<file path="src/rtl/imem_fetch_ctrl_pkg.sv">
// Shared types and constants for the instruction fetch sequencer.
package riscv_fetch_pkg;

  localparam int XLEN = 32;
  localparam logic [XLEN-1:0] RESET_PC_DEFAULT = 32'h0000_0000;
  localparam logic [XLEN-1:0] INSTR_NOP = 32'h0000_0013;

  typedef enum logic [1:0] {
    BOOT  = 2'd0,
    RUN   = 2'd1,
    FLUSH = 2'd2
  } fetch_state_t;

  function automatic logic [XLEN-1:0] align_word(input logic [XLEN-1:0] addr);
    return {addr[XLEN-1:2], 2'b00};
  endfunction

endpackage

</file>
<file path="src/rtl/imem_fetch_ctrl_if.sv">
// Fetch bundle: redirect input, instruction-memory port and IF/ID handshake.
interface imem_fetch_ctrl_if;
  import riscv_fetch_pkg::*;

  logic            redirect_valid;
  logic [XLEN-1:0] redirect_pc;
  logic            imem_en;
  logic [XLEN-1:0] imem_addr;
  logic [XLEN-1:0] imem_rdata;
  logic            if_valid;
  logic [XLEN-1:0] if_pc;
  logic [XLEN-1:0] if_instr;
  logic            if_ready;

  modport master (
    input  redirect_valid, redirect_pc, imem_rdata, if_ready,
    output imem_en, imem_addr, if_valid, if_pc, if_instr
  );

  modport slave (
    output redirect_valid, redirect_pc, imem_rdata, if_ready,
    input  imem_en, imem_addr, if_valid, if_pc, if_instr
  );

endinterface

</file>
<file path="src/rtl/imem_fetch_ctrl_fifo.sv">
// fetch_fifo: DEPTH-entry synchronous FIFO with clear; storage is not reset.
module fetch_fifo #(
  parameter int DEPTH = 2,
  parameter int W     = 64
) (
  input  logic                     clk,
  input  logic                     rst,
  input  logic                     clear,
  input  logic                     push,
  input  logic                     pop,
  input  logic [W-1:0]             din,
  output logic [W-1:0]             dout,
  output logic [$clog2(DEPTH):0]   count
);

  localparam int AW = $clog2(DEPTH);

  logic [W-1:0]  mem [DEPTH];
  logic [AW-1:0] wr_ptr;
  logic [AW-1:0] rd_ptr;
  logic          do_push;
  logic          do_pop;

  always_comb begin
    do_push = push & (count != (AW+1)'(DEPTH));
    do_pop  = pop & (count != '0);
  end

  always_ff @(posedge clk) begin
    if (!rst || clear) begin
      wr_ptr <= '0;
      rd_ptr <= '0;
      count  <= '0;
    end else begin
      if (do_push) wr_ptr <= wr_ptr + AW'(1);
      if (do_pop)  rd_ptr <= rd_ptr + AW'(1);
      count <= count + {{AW{1'b0}}, do_push} - {{AW{1'b0}}, do_pop};
    end
  end

  always_ff @(posedge clk) begin
    if (do_push) mem[wr_ptr] <= din;
  end

  assign dout = mem[rd_ptr];

endmodule

</file>
<file path="src/rtl/imem_fetch_ctrl.sv">
// Fetch sequencer for a 1-cycle synchronous instruction memory.
// Optional FETCH_PERF_EN adds perf_fetched / perf_stall counters.
module imem_fetch_ctrl
  import riscv_fetch_pkg::*;
#(
  parameter logic [XLEN-1:0] RESET_PC = RESET_PC_DEFAULT,
  parameter int              DEPTH    = 2
) (
  input  logic               clk,
  input  logic               rst,
  imem_fetch_ctrl_if.master  bus
`ifdef FETCH_PERF_EN
  ,
  output logic [31:0]        perf_fetched,
  output logic [31:0]        perf_stall
`endif
);

  localparam int CNT_W = $clog2(DEPTH) + 1;

  fetch_state_t    state;
  logic [XLEN-1:0] pc;
  logic [XLEN-1:0] pc_p1;
  logic            vld_p1;
  logic [CNT_W-1:0] count;
  logic [2*XLEN-1:0] head;
  logic [CNT_W:0]  occ;
  logic            credit_ok;
  logic            issue;
  logic            pop;
  logic            push;
  logic            clear;

  // Credit covers both buffered entries and the read still in flight.
  always_comb begin
    occ       = {1'b0, count} + {{CNT_W{1'b0}}, vld_p1} - {{CNT_W{1'b0}}, pop};
    credit_ok = occ < (CNT_W+1)'(DEPTH);
  end

  assign bus.if_valid  = (count != '0) & !bus.redirect_valid;
  assign pop           = bus.if_valid & bus.if_ready;
  assign issue         = (state != BOOT) & !bus.redirect_valid & credit_ok;
  assign bus.imem_en   = issue;
  assign bus.imem_addr = pc;
  assign push          = vld_p1 & (state != FLUSH);
  assign clear         = bus.redirect_valid & (state != BOOT);
  assign bus.if_pc     = (count != '0) ? head[2*XLEN-1:XLEN] : '0;
  assign bus.if_instr  = (count != '0) ? head[XLEN-1:0] : '0;

  always_ff @(posedge clk) begin
    if (!rst) begin
      state  <= BOOT;
      pc     <= RESET_PC;
      vld_p1 <= 1'b0;
    end else begin
      vld_p1 <= issue;
      if (bus.redirect_valid) pc <= align_word(bus.redirect_pc);
      else if (issue)         pc <= pc + 32'd4;
      case (state)
        BOOT:    state <= RUN;
        default: state <= bus.redirect_valid ? FLUSH : RUN;
      endcase
    end
  end

  // Stage p0 -> p1: remember the PC of the read whose data returns next cycle.
  always_ff @(posedge clk) begin
    if (issue) pc_p1 <= pc;
  end

  fetch_fifo #(
    .DEPTH (DEPTH),
    .W     (2*XLEN)
  ) u_fifo (
    .clk   (clk),
    .rst   (rst),
    .clear (clear),
    .push  (push),
    .pop   (pop),
    .din   ({pc_p1, bus.imem_rdata}),
    .dout  (head),
    .count (count)
  );

`ifdef FETCH_PERF_EN
  always_ff @(posedge clk) begin
    if (!rst) begin
      perf_fetched <= '0;
      perf_stall   <= '0;
    end else begin
      if (pop) perf_fetched <= perf_fetched + 32'd1;
      if (bus.if_valid && !bus.if_ready) perf_stall <= perf_stall + 32'd1;
    end
  end
`endif

endmodule

</file>
<file path="src/flat_wrapper.sv">
// flat-port wrapper written by rule: the top's interface ports become plain ports
module imem_fetch_ctrl_flat import riscv_fetch_pkg::*;
#(
  parameter logic [XLEN-1:0] RESET_PC = RESET_PC_DEFAULT,
  parameter int              DEPTH    = 2
)
  (clk, rst, bus_redirect_valid, bus_redirect_pc, bus_imem_rdata, bus_if_ready, bus_imem_en, bus_imem_addr, bus_if_valid, bus_if_pc, bus_if_instr);
  imem_fetch_ctrl_if bus_i ();
  input  logic clk;
  input  logic rst;
  input wire logic [$bits(bus_i.redirect_valid)-1:0] bus_redirect_valid;
  input wire logic [$bits(bus_i.redirect_pc)-1:0] bus_redirect_pc;
  input wire logic [$bits(bus_i.imem_rdata)-1:0] bus_imem_rdata;
  input wire logic [$bits(bus_i.if_ready)-1:0] bus_if_ready;
  output wire logic [$bits(bus_i.imem_en)-1:0] bus_imem_en;
  output wire logic [$bits(bus_i.imem_addr)-1:0] bus_imem_addr;
  output wire logic [$bits(bus_i.if_valid)-1:0] bus_if_valid;
  output wire logic [$bits(bus_i.if_pc)-1:0] bus_if_pc;
  output wire logic [$bits(bus_i.if_instr)-1:0] bus_if_instr;
  assign bus_i.redirect_valid = bus_redirect_valid;
  assign bus_i.redirect_pc = bus_redirect_pc;
  assign bus_i.imem_rdata = bus_imem_rdata;
  assign bus_i.if_ready = bus_if_ready;
  assign bus_imem_en = bus_i.imem_en;
  assign bus_imem_addr = bus_i.imem_addr;
  assign bus_if_valid = bus_i.if_valid;
  assign bus_if_pc = bus_i.if_pc;
  assign bus_if_instr = bus_i.if_instr;
  imem_fetch_ctrl #(.RESET_PC(RESET_PC), .DEPTH(DEPTH)) u_core (.clk(clk), .rst(rst), .bus(bus_i));
endmodule
</file>
<file path="config.mk">
export PLATFORM = sky130hd
export DESIGN_NAME = imem_fetch_ctrl_flat
export DESIGN_NICKNAME = d
export VERILOG_FILES = /design/src/rtl/imem_fetch_ctrl_pkg.sv /design/src/rtl/imem_fetch_ctrl_if.sv /design/src/rtl/imem_fetch_ctrl_fifo.sv /design/src/rtl/imem_fetch_ctrl.sv /design/src/flat_wrapper.sv
export SDC_FILE = /design/constraint.sdc
export NUM_CORES = 1
export LEC_CHECK = 0
export CAP_MARGIN = 20
export CORE_ASPECT_RATIO = 1.2
export CORE_MARGIN = 5
export CORE_UTILIZATION = 55
export DETAILED_ROUTE_END_ITERATION = 10
export GPL_TIMING_DRIVEN = 0
export MAX_ROUTING_LAYER = met4
export PLACE_DENSITY = 0.86
export SLEW_MARGIN = 40
export SYNTH_ARGS = -nofsm -noshare
export SYNTH_HDL_FRONTEND = slang
export SYNTH_SLANG_ARGS = --single-unit
</file>
<file path="constraint.sdc">
create_clock -name clk -period 7.7 [get_ports clk]
set_clock_uncertainty 0.2 [all_clocks]
set_input_delay 0.77 -clock clk [delete_from_list [all_inputs] [get_ports clk]]
set_output_delay 0.77 -clock clk [all_outputs]
set_load 0.05 [all_outputs]
</file>
==> out/results.txt, run 1 <==
RSZ-0062 raised after global routing - false
Total number of vias - 5394
Clock Sinks - 192
Antenna cells - 0
WL met2 - 9.42 mm
Seq/Total Area, Yosys - 70.1%
Die ar. - 16500 sq um
Clk pin slew, worst setup/hold paths - 70 ps
Register bit count reported by yosys - 192
Crit. End Element - output pin
Leak - 3.36 nW
Vias per cell - 5.71
Post-synthesis cell count - 574
GR Util All Layers - 22.8%
Hold path endpoint - u_core.u_fifo.mem[1][48]
HP Class - reg -> reg
Outcome - finished clean
Setup tns final - 0 ps
Worst hold path startpoint - u_core.pc_p1[16]
Worst Max-Slew Pin Slew - 723 ps
Fmax - 172 MHz
R2R Path Start - u_core.u_fifo.count[1]
Vias in the first global route - 5560
Switch share - 27.1%
Primary FF master, synth - edfxtp_1
Hold path depth - 0
Max_cap viols - 0
Reg-to-reg critical path endpoint - u_core.bus.imem_addr[22]
Max-slew violation count - 0
Overall Power - 2.42 mW
Height of the chip - 140 um
# resized after CTS - 0
DP HPWL - 12.7 mm
Post-synthesis cell type count - 43
Total of warnings raised by yosys - 0
Io pins - 166
Crit-path max FO - 40
Final GP Congestion - 0.923
Pre-antenna DRT Iters - 6
Die Wd - 118 um
Routed wl met3 - 1.20 mm
Met1 wire length - 7.06 mm
Port bufs - 158
Ratio of cells with drive above 1 in the final layout - 6.86%
Number of cells on the worst reg-to-reg path - 13
Comb power frac - 14.1%
Setup ws final - 1890 ps
WL final - 18.1 mm
Post-synthesis cell area - 7690 sq um
Pre-CTS setup slack - 1910 ps
Clock power share - 36.3%
Post-synth EDFFs - 154
Crit path cell chain - nor2_2 -> nor2_1 -> and2_1 -> ha_1 -> nand2b_1 -> fa_1 -> xor2_1 -> or4b_1 -> buf_2 -> inv_2 -> buf_4 -> clkdlybuf4s50_1
Max clock buf depth - 2
P_int - 1.76 mW
Ys async rst share - 0%
Row Count - 47
# DRC - 0
Power Density - 236 nW/um^2
Top Layer Used - met4
First-pass GRT wire length - 28.9 mm
Initial DRC count - 459
Hold buffer count at CTS - 0
Post-route cell area - 10200 sq um
# setup viols final - 0
Largest net degree at the start of global routing - 41
Worst path max stage delay - 910 ps
Area growth, synth to finish - 33.3%
Fillers - 885
Peak supply drop - 138 uV
Slew HR - 51.8%
Reg power frac - 49.6%
Post-DP Area - 9650 sq um
Final hold slack - 246 ps
Crit path max-delay cell type - clkdlybuf4s50_1
Average instance area after synthesis - 13.4 sq um
Clk_lat worst skew - 420 ps
Final worst path period need - 5810 ps
Starting Density - 55.9%
Sw power - 657 uW
H-tree level count - 4
GRT overflow - 0
Arr. time, crit path - 4840 ps
Fin nets - 833
Req. time, crit path - 6730 ps
Setup slack, reg-to-reg - 3370 ps
Tcrit/Tclk final - 75.5%
Num CTS Buffers - 17
CP Class - reg -> out
Post-CTS Setup Bufs - 0
Placeable Area - 13800 sq um
Initial antenna violation count - 0
Wire per inst - 19.1 um
CTS tree - built
Final hold violations - 0
Critical path launch point type - flop
Root buffer cell - clkbuf_16
ANT nets after route - 0
[Yosys cell counts (3+ instances only)]
library cell,number,area [sq um]
a21oi_1,22,110
a31oi_1,19,119
a32oi_1,4,35.0
a41oi_1,5,43.8
and2_1,6,37.5
and3_1,5,31.3
buf_2,4,20.0
buf_4,4,30.0
clkbuf_1,26,97.6
dfxtp_1,38,761
edfxtp_1,154,4620
ha_1,4,50.1
inv_1,11,41.3
mux2i_1,63,631
nand2_1,28,105
nand3_1,7,35.0
nand4_1,16,100
nor2_1,91,342
nor3_1,4,20.0
nor4_1,3,18.8
o21ai_0,21,105
o22ai_1,3,18.8
o31a_1,4,35.0
or3_1,4,25.0
xnor2_1,4,35.0
xor2_1,4,35.0
[stage by stage]
stage	std cells	utilization, %
floorplan	577	-
CTS	944	74.5
detailed placement	912	70.1
finish	944	74.5
global placement	906	69.0
global route	944	74.5
[cell families (layout without fill, tap and decap cells)]
| group | Yosys count | count (layout) | share of synthesized area [%] |
|---|---|---|---|
| other | 1 | 4 | 0.0488 |
| multiplexers | 65 | 65 | 8.50 |
| adder cells (fa/ha/maj) | 5 | 5 | 0.911 |
| AND/OR/NAND/NOR | 171 | 171 | 10.2 |
| XOR/XNOR | 8 | 8 | 0.911 |
| flip-flops | 192 | 192 | 70.1 |
| buffers and inverters | 47 | 243 | 2.56 |
| AO/OA/AOI/OAI | 85 | 85 | 6.82 |
[cells in the final DEF, fill, tap and decap left out, types with 5 or more instances in the layout]
| cell type | instances |
|---|---|
| clkbuf_16 | 17 |
| a31oi_1 | 19 |
| inv_1 | 11 |
| buf_4 | 5 |
| a41oi_1 | 5 |
| dfxtp_1 | 38 |
| nor2_1 | 88 |
| nand3_1 | 7 |
| mux2i_1 | 63 |
| nand2_1 | 28 |
| a21oi_1 | 22 |
| nand4_1 | 16 |
| and3_1 | 5 |
| inv_6 | 8 |
| clkbuf_1 | 26 |
| inv_8 | 5 |
| edfxtp_1 | 154 |
| clkdlybuf4s50_1 | 158 |
| and2_1 | 6 |
| o21ai_0 | 21 |
[power groups by stage]
stage / combinational [mW] / clock (mW) / sequential [mW]
after floorplan: 0.168 / 0 / 1.25
after global placement: 0.328 / 0 / 1.22
after detailed placement: 0.341 / 0 / 1.22
after CTS: 0.343 / 0.892 / 1.20
after global routing: 0.361 / 0.940 / 1.20
final: 0.342 / 0.880 / 1.20
[layer usage]
layer / vias to the layer above / GRT usage [%]
met3: 37 / 5.40
met2: 276 / 38.2
met1: 2581 / 26.5
met4: 0 / 9.24
met5: - / -
li1: 2500 / -
[final cells by class]
class | count | area [sq um] | share of cell area (%)
inverters | 13 | 48.8 | 0.476
clock inverters | 14 | 156 | 1.53
flip-flops and latches | 192 | 5390 | 52.5
plain buffers | 34 | 150 | 1.46
clock buffers | 18 | 439 | 4.28
repair buffers | 164 | 1720 | 16.8
multi-input cells | 338 | 2130 | 20.8
well taps | 171 | 214 | 2.09
[how the worst max path moves through the flow]
stage | startpoint | to | slack (ps) | cells after the start
finish | u_core.u_fifo.count[1] | bus_imem_en | 1890 | 12
global route | u_core.u_fifo.count[1] | bus_imem_en | 1630 | 12
CTS | u_core.u_fifo.count[1] | bus_imem_en | 1430 | 12
detailed placement | bus_redirect_valid | bus_imem_en | 1910 | 12
global placement | u_core.u_fifo.count[1] | bus_imem_en | 1680 | 12
floorplan | bus_redirect_valid | bus_imem_en | 2680 | 11
[sequential cells by signal (all words and copies together), names as in the netlist, named ones only]
signal	cells
u_core.u_fifo.mem	124
u_core.bus.imem_addr	30
u_core.pc_p1	30
u_core.state	2
u_core.u_fifo.count	2
u_core.u_fifo.rd_ptr	1
u_core.u_fifo.wr_ptr	1
u_core.vld_p1	1
[worst max-delay path, delay by kind of cell, from the launching register on]
kind          cells  cell delay [ps]
simple gates      5             1510
buf+inv           4             1680
xor+xnor          1              160
flops             1              380
fa+ha+maj         2              670
No activity file was read; power rests on OpenSTA's default activity.
==> inputs of run 2 (changes only) <==
--- a/config.mk
+++ b/config.mk
@@ -8,11 +8,11 @@
 export CAP_MARGIN = 20
 export CORE_ASPECT_RATIO = 1.2
 export CORE_MARGIN = 5
-export CORE_UTILIZATION = 55
+export CORE_UTILIZATION = 46
 export DETAILED_ROUTE_END_ITERATION = 10
 export GPL_TIMING_DRIVEN = 0
 export MAX_ROUTING_LAYER = met4
-export PLACE_DENSITY = 0.86
+export PLACE_DENSITY = 0.76
 export SLEW_MARGIN = 40
 export SYNTH_ARGS = -nofsm -noshare
 export SYNTH_HDL_FRONTEND = slang
==> constraint.sdc (replaced) <==
create_clock -name clk -period 5.1 [get_ports clk]
set_clock_uncertainty 0.2 [all_clocks]
set_input_delay 0.51 -clock clk [delete_from_list [all_inputs] [get_ports clk]]
set_output_delay 0.51 -clock clk [all_outputs]
set_load 0.05 [all_outputs]
==> out/results.txt, run 2 (synthesized netlist as in run 1, its figures left out) <==
Final hold slack - 244 ps (-1.76 ps)
Vias per cell - 5.37 (-6.0%)
Row Count - 51 (+8.5%)
Peak supply drop - 183 uV (+33%)
Port bufs - 158 (unchanged)
# DRC - 0 (unchanged)
HP Class - reg -> reg
Post-CTS Setup Bufs - 0 (unchanged)
Final GP Congestion - 0.905 (-2.0%)
RSZ-0062 raised after global routing - false
Slew HR - 52.1% (+0.31 points)
Buffers & Inverters on Critical Path - 4 (unchanged)
Max-slew violation count - 0 (unchanged)
Most frequent cells in the layout - clkdlybuf4s50_1, edfxtp_1, nor2_1, mux2i_1, dfxtp_1
Stages on worst setup path - 12 (unchanged)
Max_cap viols - 0 (unchanged)
Total number of vias - 5289 (-1.9%)
Fin nets - 834 (+0.12%)
Number of cells on the worst reg-to-reg path - 14 (+1)
Crit. End Element - output pin
Num CTS Buffers - 17 (unchanged)
CTS tree - built
Setup crit end - bus_imem_en
Setup ws final - 208 ps (-1680 ps)
Clock Sinks - 192 (unchanged)
GRT overflow - 0 (unchanged)
Critical path launch point type - flop
Die ar. - 19400 sq um (+18%)
Wire per inst - 18.3 um (-4.3%)
Post-DP Area - 9680 sq um (+0.32%)
Routing usage on met3 - 3.82% (-1.6 points)
Largest register FFs - 124 (unchanged)
Worst hold path startpoint - u_core.pc_p1[28]
Clk pin slew, worst setup/hold paths - 70 ps (about the same)
Crit path cell chain - nor2_4 -> nor2_1 -> and2_1 -> ha_1 -> nand2b_1 -> fa_1 -> xor2_1 -> or4b_1 -> buf_2 -> inv_2 -> buf_6 -> clkdlybuf4s15_1
Tcrit/Tclk final - 95.9%
Initial DRC count - 547 (+19%)
Largest net degree at the start of global routing - 41 (unchanged)
First-pass GRT wire length - 28.2 mm (-2.2%)
Io pins - 166 (unchanged)
Outcome - finished clean
Final worst path period need - 4890 ps
R2R Path Start - u_core.u_fifo.count[1]
Height of the chip - 152 um (+8.7%)
CP Class - reg -> out
Placeable Area - 16300 sq um (+19%)
Crit path max-delay cell type - clkdlybuf4s15_1
Die Wd - 128 um (+8.6%)
Starting Density - 47.1% (-8.8 points)
Commonest non-fill, non-tap cell in the layout - clkdlybuf4s50_1
# setup viols final - 0 (unchanged)
Critical path startpoint - u_core.u_fifo.count[1]
Crit-path max FO - 40 (unchanged)
ANT nets after route - 0 (unchanged)
Overall Power - 3.65 mW (+51%)
Setup slack, reg-to-reg - 1000 ps (-2370 ps)
Power Density - 355 nW/um^2 (+50%)
Worst Max-Slew Pin Slew - 718 ps (-4.71 ps)
Hold buffer count at CTS - 0 (unchanged)
Pre-antenna DRT Iters - 5 (-1)
Setup tns final - 0 ps (unchanged)
Antenna cells - 0 (unchanged)
Util after Layout - 63.0% (-12 points)
Worst path max stage delay - 560 ps (-350 ps)
Final hold violations - 0 (unchanged)
Vias in the first global route - 5459 (-1.8%)
Area growth, synth to finish - 33.8%
Root buffer cell - clkbuf_16
Largest Register - u_core.u_fifo.mem
GR Util All Layers - 19.4% (-3.4 points)
DP HPWL - 13.0 mm (+2.3%)
Reg-to-reg critical path endpoint - u_core.bus.imem_addr[4]
H-tree level count - 4 (unchanged)
Inst Count DP - 954 (+4.6%)
Pre-CTS setup slack - -4.45 ps (-1910 ps)
Ratio of cells with drive above 1 in the final layout - 6.86% (unchanged)
Clk_lat worst skew - 420 ps (about the same)
Max clock buf depth - 2 (unchanged)
Initial antenna violation count - 0 (unchanged)
WL final - 18.0 mm (-0.19%)
Post-route cell area - 10300 sq um (+0.35%)
Crit-path leading delay family - simple AND/OR/NAND/NOR gates
Grt met2 use - 32.9% (-5.3 points)
Leak - 3.35 nW (-0.39%)
M1 GR Usage - 23.2% (-3.3 points)
Grt peak-use layer - met2
Arr. time, crit path - 4180 ps (-660 ps)
Fmax - 204 MHz
Req. time, crit path - 4390 ps (-2340 ps)
Fin cells - 985 (+4.3%)
-- run 2: cell count changes in the layout (fill, tap and decap cells not counted), moves of 3 or more --
cell | previous run | this run
buf_8 | 2 | 6
inv_8 | 5 | 0
clkinvlp_4 | 0 | 3
buf_16 | 4 | 1
inv_6 | 8 | 4
-- run 2: worst min path at each step --
stage               cells past startpoint  slack (ps)                  endpoint
detailed placement                      0         230  u_core.u_fifo.mem[0][60]
finish                                  0         240  u_core.u_fifo.mem[0][60]
global route                            0         260  u_core.u_fifo.mem[1][49]
global placement                        0         220  u_core.u_fifo.mem[0][36]
floorplan                               0         220  u_core.u_fifo.mem[0][34]
CTS                                     0         250  u_core.u_fifo.mem[0][60]
-- run 2: report_power, final --
group	switching (mW)	internal, mW
clock	0.558	0.763
sequential	0.0468	1.77
combinational	0.332	0.181
-- run 2: what timing repair did --
item	in CTS	in global routing
endpoints found under the setup margin	1	1
gates resized for setup	2	2
gates cloned	0	0
-- run 2: cell type report --
cell class / count / area [sq um]
plain buffers: 34 / 154
clock buffers: 20 / 467
clock inverters: 11 / 128
fillers: 1303 / 6050
inverters: 13 / 48.8
multi-input cells: 338 / 2140
flip-flops and latches: 192 / 5390
well taps: 212 / 265
repair buffers: 165 / 1700
-- run 2: metal layers --
| metal | part of all wire, % | vias to the layer above |
|---|---|---|
| met5 | 0 | - |
| met4 | 2.1 | 0 |
| met3 | 6.5 | 27 |
| met2 | 51 | 238 |
| met1 | 41 | 2511 |
| li1 | - | 2513 |
